File: config.mk
export PLATFORM = sky130hd
export DESIGN_NAME = seq_mult
export DESIGN_NICKNAME = d
export VERILOG_FILES = /design/src/rtl/seq_mult_pkg.sv /design/src/rtl/seq_mult_booth_step.sv /design/src/rtl/seq_mult.sv
export SDC_FILE = /design/constraint.sdc
export NUM_CORES = 1
export LEC_CHECK = 0
export ABC_AREA = 1
export BUFFER_PORTS_ARGS = -buffer_cell sky130_fd_sc_hd__buf_2
export CAP_MARGIN = 20
export CORE_MARGIN = 2
export CORE_UTILIZATION = 63
export DETAILED_ROUTE_END_ITERATION = 8
export GPL_TIMING_DRIVEN = 0
export PLACE_DENSITY = 0.84
export SLEW_MARGIN = 20
export SYNTH_ARGS = -nofsm -noshare
export SYNTH_HDL_FRONTEND = slang
export SYNTH_SLANG_ARGS = --single-unit
File: constraint.sdc
create_clock -name clk -period 5.45 [get_ports clk]
set_input_delay 0.2725 -clock clk [delete_from_list [all_inputs] [get_ports clk]]
set_output_delay 0.2725 -clock clk [all_outputs]
set_load 0.005 [all_outputs]
File: src/rtl/seq_mult_pkg.sv
// Shared definitions for the sequential radix-2 Booth multiplier:
// FSM state encoding and Booth recoding of the {Q[0], Q_1} pair.
package seq_mult_pkg;

    typedef enum logic [1:0] {
        IDLE = 2'd0,
        RUN  = 2'd1,
        DONE = 2'd2
    } state_t;

    // Booth decode of {Q[0], Q_1}: 01 adds M, 10 subtracts M, 00/11 keep A.
    localparam logic [1:0] BOOTH_NOP_LO = 2'b00;
    localparam logic [1:0] BOOTH_ADD    = 2'b01;
    localparam logic [1:0] BOOTH_SUB    = 2'b10;
    localparam logic [1:0] BOOTH_NOP_HI = 2'b11;

endpackage

File: src/rtl/seq_mult_booth_step.sv
// One radix-2 Booth iteration: conditional add/subtract of M into A,
// then arithmetic right shift of the {A, Q, Q_1} chain by one bit.
module booth_step
    import seq_mult_pkg::*;
#(
    parameter int N = 33
) (
    input  logic [N-1:0] a,
    input  logic [N-1:0] q,
    input  logic         q_1,
    input  logic [N-1:0] m,
    output logic [N-1:0] a_out,
    output logic [N-1:0] q_out,
    output logic         q_1_out
);

    logic [N-1:0] sum;

    always_comb begin
        sum = a;
        case ({q[0], q_1})
            BOOTH_ADD: sum = a + m;
            BOOTH_SUB: sum = a - m;
            default:   sum = a;
        endcase
        a_out   = {sum[N-1], sum[N-1:1]};
        q_out   = {sum[0], q[N-1:1]};
        q_1_out = q[0];
    end

endmodule

File: src/rtl/seq_mult.sv
// Sequential WIDTH x WIDTH multiplier (signed or unsigned) using WIDTH+1
// radix-2 Booth steps on operands extended to WIDTH+1 bits.
//
// Handshake: start is sampled only in IDLE or DONE; the operation runs
// while busy=1 and done pulses for exactly one cycle with hi/lo valid.
// hi/lo keep the last completed product until the next one finishes.
module seq_mult
    import seq_mult_pkg::*;
#(
    parameter int WIDTH = 32
) (
    input  logic             clk,
    input  logic             reset,
    input  logic             start,
    input  logic             is_signed,
    input  logic [WIDTH-1:0] mc,
    input  logic [WIDTH-1:0] mp,
    output logic [WIDTH-1:0] hi,
    output logic [WIDTH-1:0] lo,
    output logic             busy,
    output logic             done,
    output logic [1:0]       state_dbg
);

    localparam int N  = WIDTH + 1;
    localparam int CW = $clog2(WIDTH + 2);
    localparam logic [CW-1:0] LAST_STEP = CW'(WIDTH);

    state_t         state;
    logic [CW-1:0]  cnt;
    logic [N-1:0]   acc;
    logic [N-1:0]   mq;
    logic           q_1;
    logic [N-1:0]   mr;

    logic [N-1:0]   acc_nx;
    logic [N-1:0]   mq_nx;
    logic           q_1_nx;
    logic [N-1:0]   mc_ext;
    logic [N-1:0]   mp_ext;
    logic           prod_unused;

    // The extra top bit makes unsigned operands look like positive signed ones.
    assign mc_ext = {is_signed & mc[WIDTH-1], mc};
    assign mp_ext = {is_signed & mp[WIDTH-1], mp};

    // The two upper product bits are pure sign extension and never reach hi.
    assign prod_unused = ^acc_nx[WIDTH:WIDTH-1];

    assign state_dbg = state;

    booth_step #(
        .N(N)
    ) u_step (
        .a       (acc),
        .q       (mq),
        .q_1     (q_1),
        .m       (mr),
        .a_out   (acc_nx),
        .q_out   (mq_nx),
        .q_1_out (q_1_nx)
    );

    always_ff @(posedge clk or negedge reset) begin
        if (!reset) begin
            state <= IDLE;
            cnt   <= '0;
            acc   <= '0;
            mq    <= '0;
            q_1   <= 1'b0;
            mr    <= '0;
            hi    <= '0;
            lo    <= '0;
            busy  <= 1'b0;
            done  <= 1'b0;
        end else begin
            case (state)
                IDLE, DONE: begin
                    done <= 1'b0;
                    if (start) begin
                        state <= RUN;
                        busy  <= 1'b1;
                        mr    <= mc_ext;
                        mq    <= mp_ext;
                        acc   <= '0;
                        q_1   <= 1'b0;
                        cnt   <= '0;
                    end else begin
                        state <= IDLE;
                    end
                end
                RUN: begin
                    acc <= acc_nx;
                    mq  <= mq_nx;
                    q_1 <= q_1_nx;
                    cnt <= cnt + 1'b1;
                    // Result is taken straight from the last step's output.
                    if (cnt == LAST_STEP) begin
                        hi    <= {acc_nx[WIDTH-2:0], mq_nx[WIDTH]};
                        lo    <= mq_nx[WIDTH-1:0];
                        state <= DONE;
                        busy  <= 1'b0;
                        done  <= 1'b1;
                    end
                end
                default: begin
                    state <= IDLE;
                    busy  <= 1'b0;
                    done  <= 1'b0;
                end
            endcase
        end
    end

endmodule

==> Implementation_results.wiki <==
{| class="wikitable"
! Metric !! Value
|-
| Starting DRT DRC Count || 760
|-
| Antenna diode count || 0
|-
| CP Max Fanout || 10
|-
| Post-Synthesis Net Count || 1561
|-
| Syn Inst Count || 1456
|-
| Die width || 133 um
|-
| Distinct cell type count after synthesis || 40
|-
| Antenna violations before repair || 0
|-
| Max-slew headroom || 0.513
|-
| Routed length on met3 || 1.85 mm
|-
| Share of the clock period used by the worst path || 0.694
|-
| Critical register-to-register path startpoint || q_1
|-
| Largest net degree at the start of global routing || 102
|-
| Residual DRC || 0
|-
| Post-Syn Area || 10500 um2
|-
| Gpl congestion || 0.980
|-
| Number of nets in the layout || 1717
|-
| Synthesis-to-layout area growth || 15.4%
|-
| Total congestion overflow || 0
|-
| Starting density of the core || 0.637
|-
| Share of cells above drive strength 1 || 0.146
|-
| Status || complete, no violations
|-
| Overall die area || 17600 um2
|-
| Inst Count DP || 1812
|-
| Critical register-to-register path endpoint || hi[31]
|-
| Number of cells on the worst hold path || 3
|-
| Leading cell type in the layout, fill and taps excluded || nand2_1
|-
| Clock Skews || 0.0108 ns
|-
| Wire length of the first global-routing pass || 47.3 mm
|-
| Total routing usage reported by global routing || 0.341
|-
| Met1 WL || 13.0 mm
|-
| Count of buffers from port buffering || 135
|-
| Hold Path Sink || mr[27]
|-
| Level count of the clock H-tree || 4
|-
| # IOs || 136
|-
| Clock latency reported for the late side of the worst-skew pair || 0.45 ns
|-
| Worst setup path class || flop to flop
|-
| Standard cell core area || 16400 um2
|-
| Worst hold slack across all endpoints || 0.0203 ns
|-
| Max-cap check violation count || 0
|-
| Setup TNS after final layout || 0 ns
|-
| Min Clock Period, post-route || 3.78 ns
|-
| Number of routed nets with antenna violations || 0
|-
| Setup fix buffers added after clock tree synthesis || 0
|-
| Wire length per cell || 15.7 um
|-
| Required time worst endpoint || 5.79 ns
|-
| Hold Violations, Final || 0
|-
| RSZ-0062 raised after global routing || false
|-
| Top sig layer || met4
|-
| Pin slew with the least headroom to its limit || 0.730 ns
|-
| Total Wirelength || 29.0 mm
|-
| CP arrival || 4.13 ns
|-
| Buffers from clock root to sink, at most || 2
|-
| Iteration count of the initial detailed-routing pass || 6
|-
| Per-cell via count in the routed design || 5.36
|-
| Vertical die dimension || 133 um
|-
| Upper clock frequency limit || 264 MHz
|-
| Number of failing setup endpoints in the final timing report || 0
|-
| Clk slew on worst S/H paths || 0.08 ns
|-
| Startpoint type of the worst setup path || flop
|-
| Number of storage elements in the synthesis netlist || 172
|-
| Hold Crit Class || input pin to flop
|-
| Yosys warnings || 0
|-
| HP Start || mc[27]
|-
| Sort of element at the end of the critical path || flop
|-
| Routed vias || 9896
|-
| Sequential-to-total area share from yosys stat || 0.412
|-
| Reg-to-reg setup timing slack || 1.67 ns
|-
| Number of global-route vias before repair || 9402
|-
| Total CTS buffers || 17
|-
| Total number of placement rows || 47
|-
| Worst r2r path cells || 18
|-
| Clk Tree Root Cell || clkbuf_16
|-
| Final non-filler cell total || 1845
|-
| # clock sinks || 172
|-
| Met2 WL post-DR || 13.3 mm
|-
| Avg Inst Size Synth || 7.18 um2
|-
| DP HPWL || 21.9 mm
|-
| Most used cells in the layout excluding fill and tap cells || nand2_1, inv_1, dfrtp_1, buf_2, nand3_1
|-
| Max-slew violation total from the final report || 0
|-
| Clock tree from TritonCTS || yes
|}
==> layout make-up <==
| class | count | area (um2) |
|---|---|---|
| multi-input combinational | 1007 | 5050 |
| fill | 1302 | 4350 |
| sequential | 172 | 4300 |
| inverter | 228 | 856 |
| timing repair buffer | 137 | 723 |
| clock buffer | 17 | 425 |
| tap | 220 | 275 |
| buffer | 49 | 244 |
| clock inverter | 15 | 185 |
==> critical path: stages, from the launching register on <==
cell      delay [ns]
dfrtp_1         0.36
inv_1           0.07
ha_1            0.26
clkbuf_1        0.42
clkbuf_1        0.44
nor2_1          0.12
xor2_1          0.20
inv_1           0.10
ha_1            0.37
nand2_1         0.11
nor2_1          0.32
and2_1          0.18
nand2_1         0.07
nand2_2         0.12
nand2_1         0.13
nand3_1         0.10
nand3_1         0.11
nand3_1         0.13
nand2_1         0.06
==> cell usage after synthesis (all sizes together) <==
cell type / count / area [um2]
o21ai: 90 / 458
a21oi: 25 / 125
fa: 1 / 20.0
and2: 4 / 25.0
nand4: 7 / 43.8
nor2: 83 / 352
o22ai: 3 / 18.8
nand2: 534 / 2020
mux2i: 6 / 60.1
o21bai: 1 / 7.51
o31ai: 1 / 7.51
buf: 25 / 154
xnor2: 6 / 52.6
nand3: 94 / 475
xor2: 38 / 333
o221ai: 33 / 289
ha: 36 / 450
o211ai: 9 / 67.6
and3: 1 / 6.26
clkbuf: 24 / 90.1
inv: 228 / 856
a21o: 1 / 7.51
nand3b: 1 / 7.51
nor3: 11 / 80.1
dfrtp: 172 / 4300
or2: 19 / 121
nor4: 3 / 18.8
==> repair_timing <==
| action | CTS | global route |
|---|---|---|
| hold buffers | 1 | 0 |
| endpoints found under the hold margin | 71 | 0 |
| gates resized for setup | 0 | 0 |
==> how the worst max path moves through the flow <==
stage	from	endpoint	slack (ns)	cells after the start
2_1_floorplan	q_1	acc[23]	2.71	18
4_1_cts	q_1	hi[31]	1.74	18
6_report	q_1	hi[31]	1.67	18
5_1_grt	q_1	acc[11]	1.42	15
3_3_place_gp	reset	hi[24]	1.47	1
3_5_place_dp	q_1	hi[31]	1.75	18
==> sequential cells by signal (all words and copies together) (netlist names) <==
signal and flops:
acc 32, busy 1, cnt 6, hi 32, lo 32, mq 33, mr 33, q_1 1
state_dbg 2
==> through the flow <==
step                       util  worst slack, ns  cell area, um2
after floorplan               -             2.71           10500
after global placement    0.695             1.47           11400
after detailed placement  0.697             1.75           11400
after CTS                 0.735             1.74           12100
after global routing      0.735             1.42           12100
final                     0.735             1.67           12100
==> cells by family after synthesis <==
logic type               after synthesis  share of synthesized area
AO/OA/AOI/OAI                        163                     0.0939
XOR/XNOR                              44                     0.0369
adder cells (fa/ha/maj)               37                     0.0450
buffers and inverters                277                      0.105
flip-flops                           172                      0.412
multiplexers                           6                    0.00575
AND/OR/NAND/NOR                      757                      0.301
==> metal layers <==
layer	global-route usage	vias up
met3	0.0594	57
met2	0.537	382
met1	0.477	4580
met4	0.122	0
li1	-	4877
met5	0	-
Power is not shown: default switching activity piles up to over one toggle a cycle in this logic, so the estimate is an artifact.
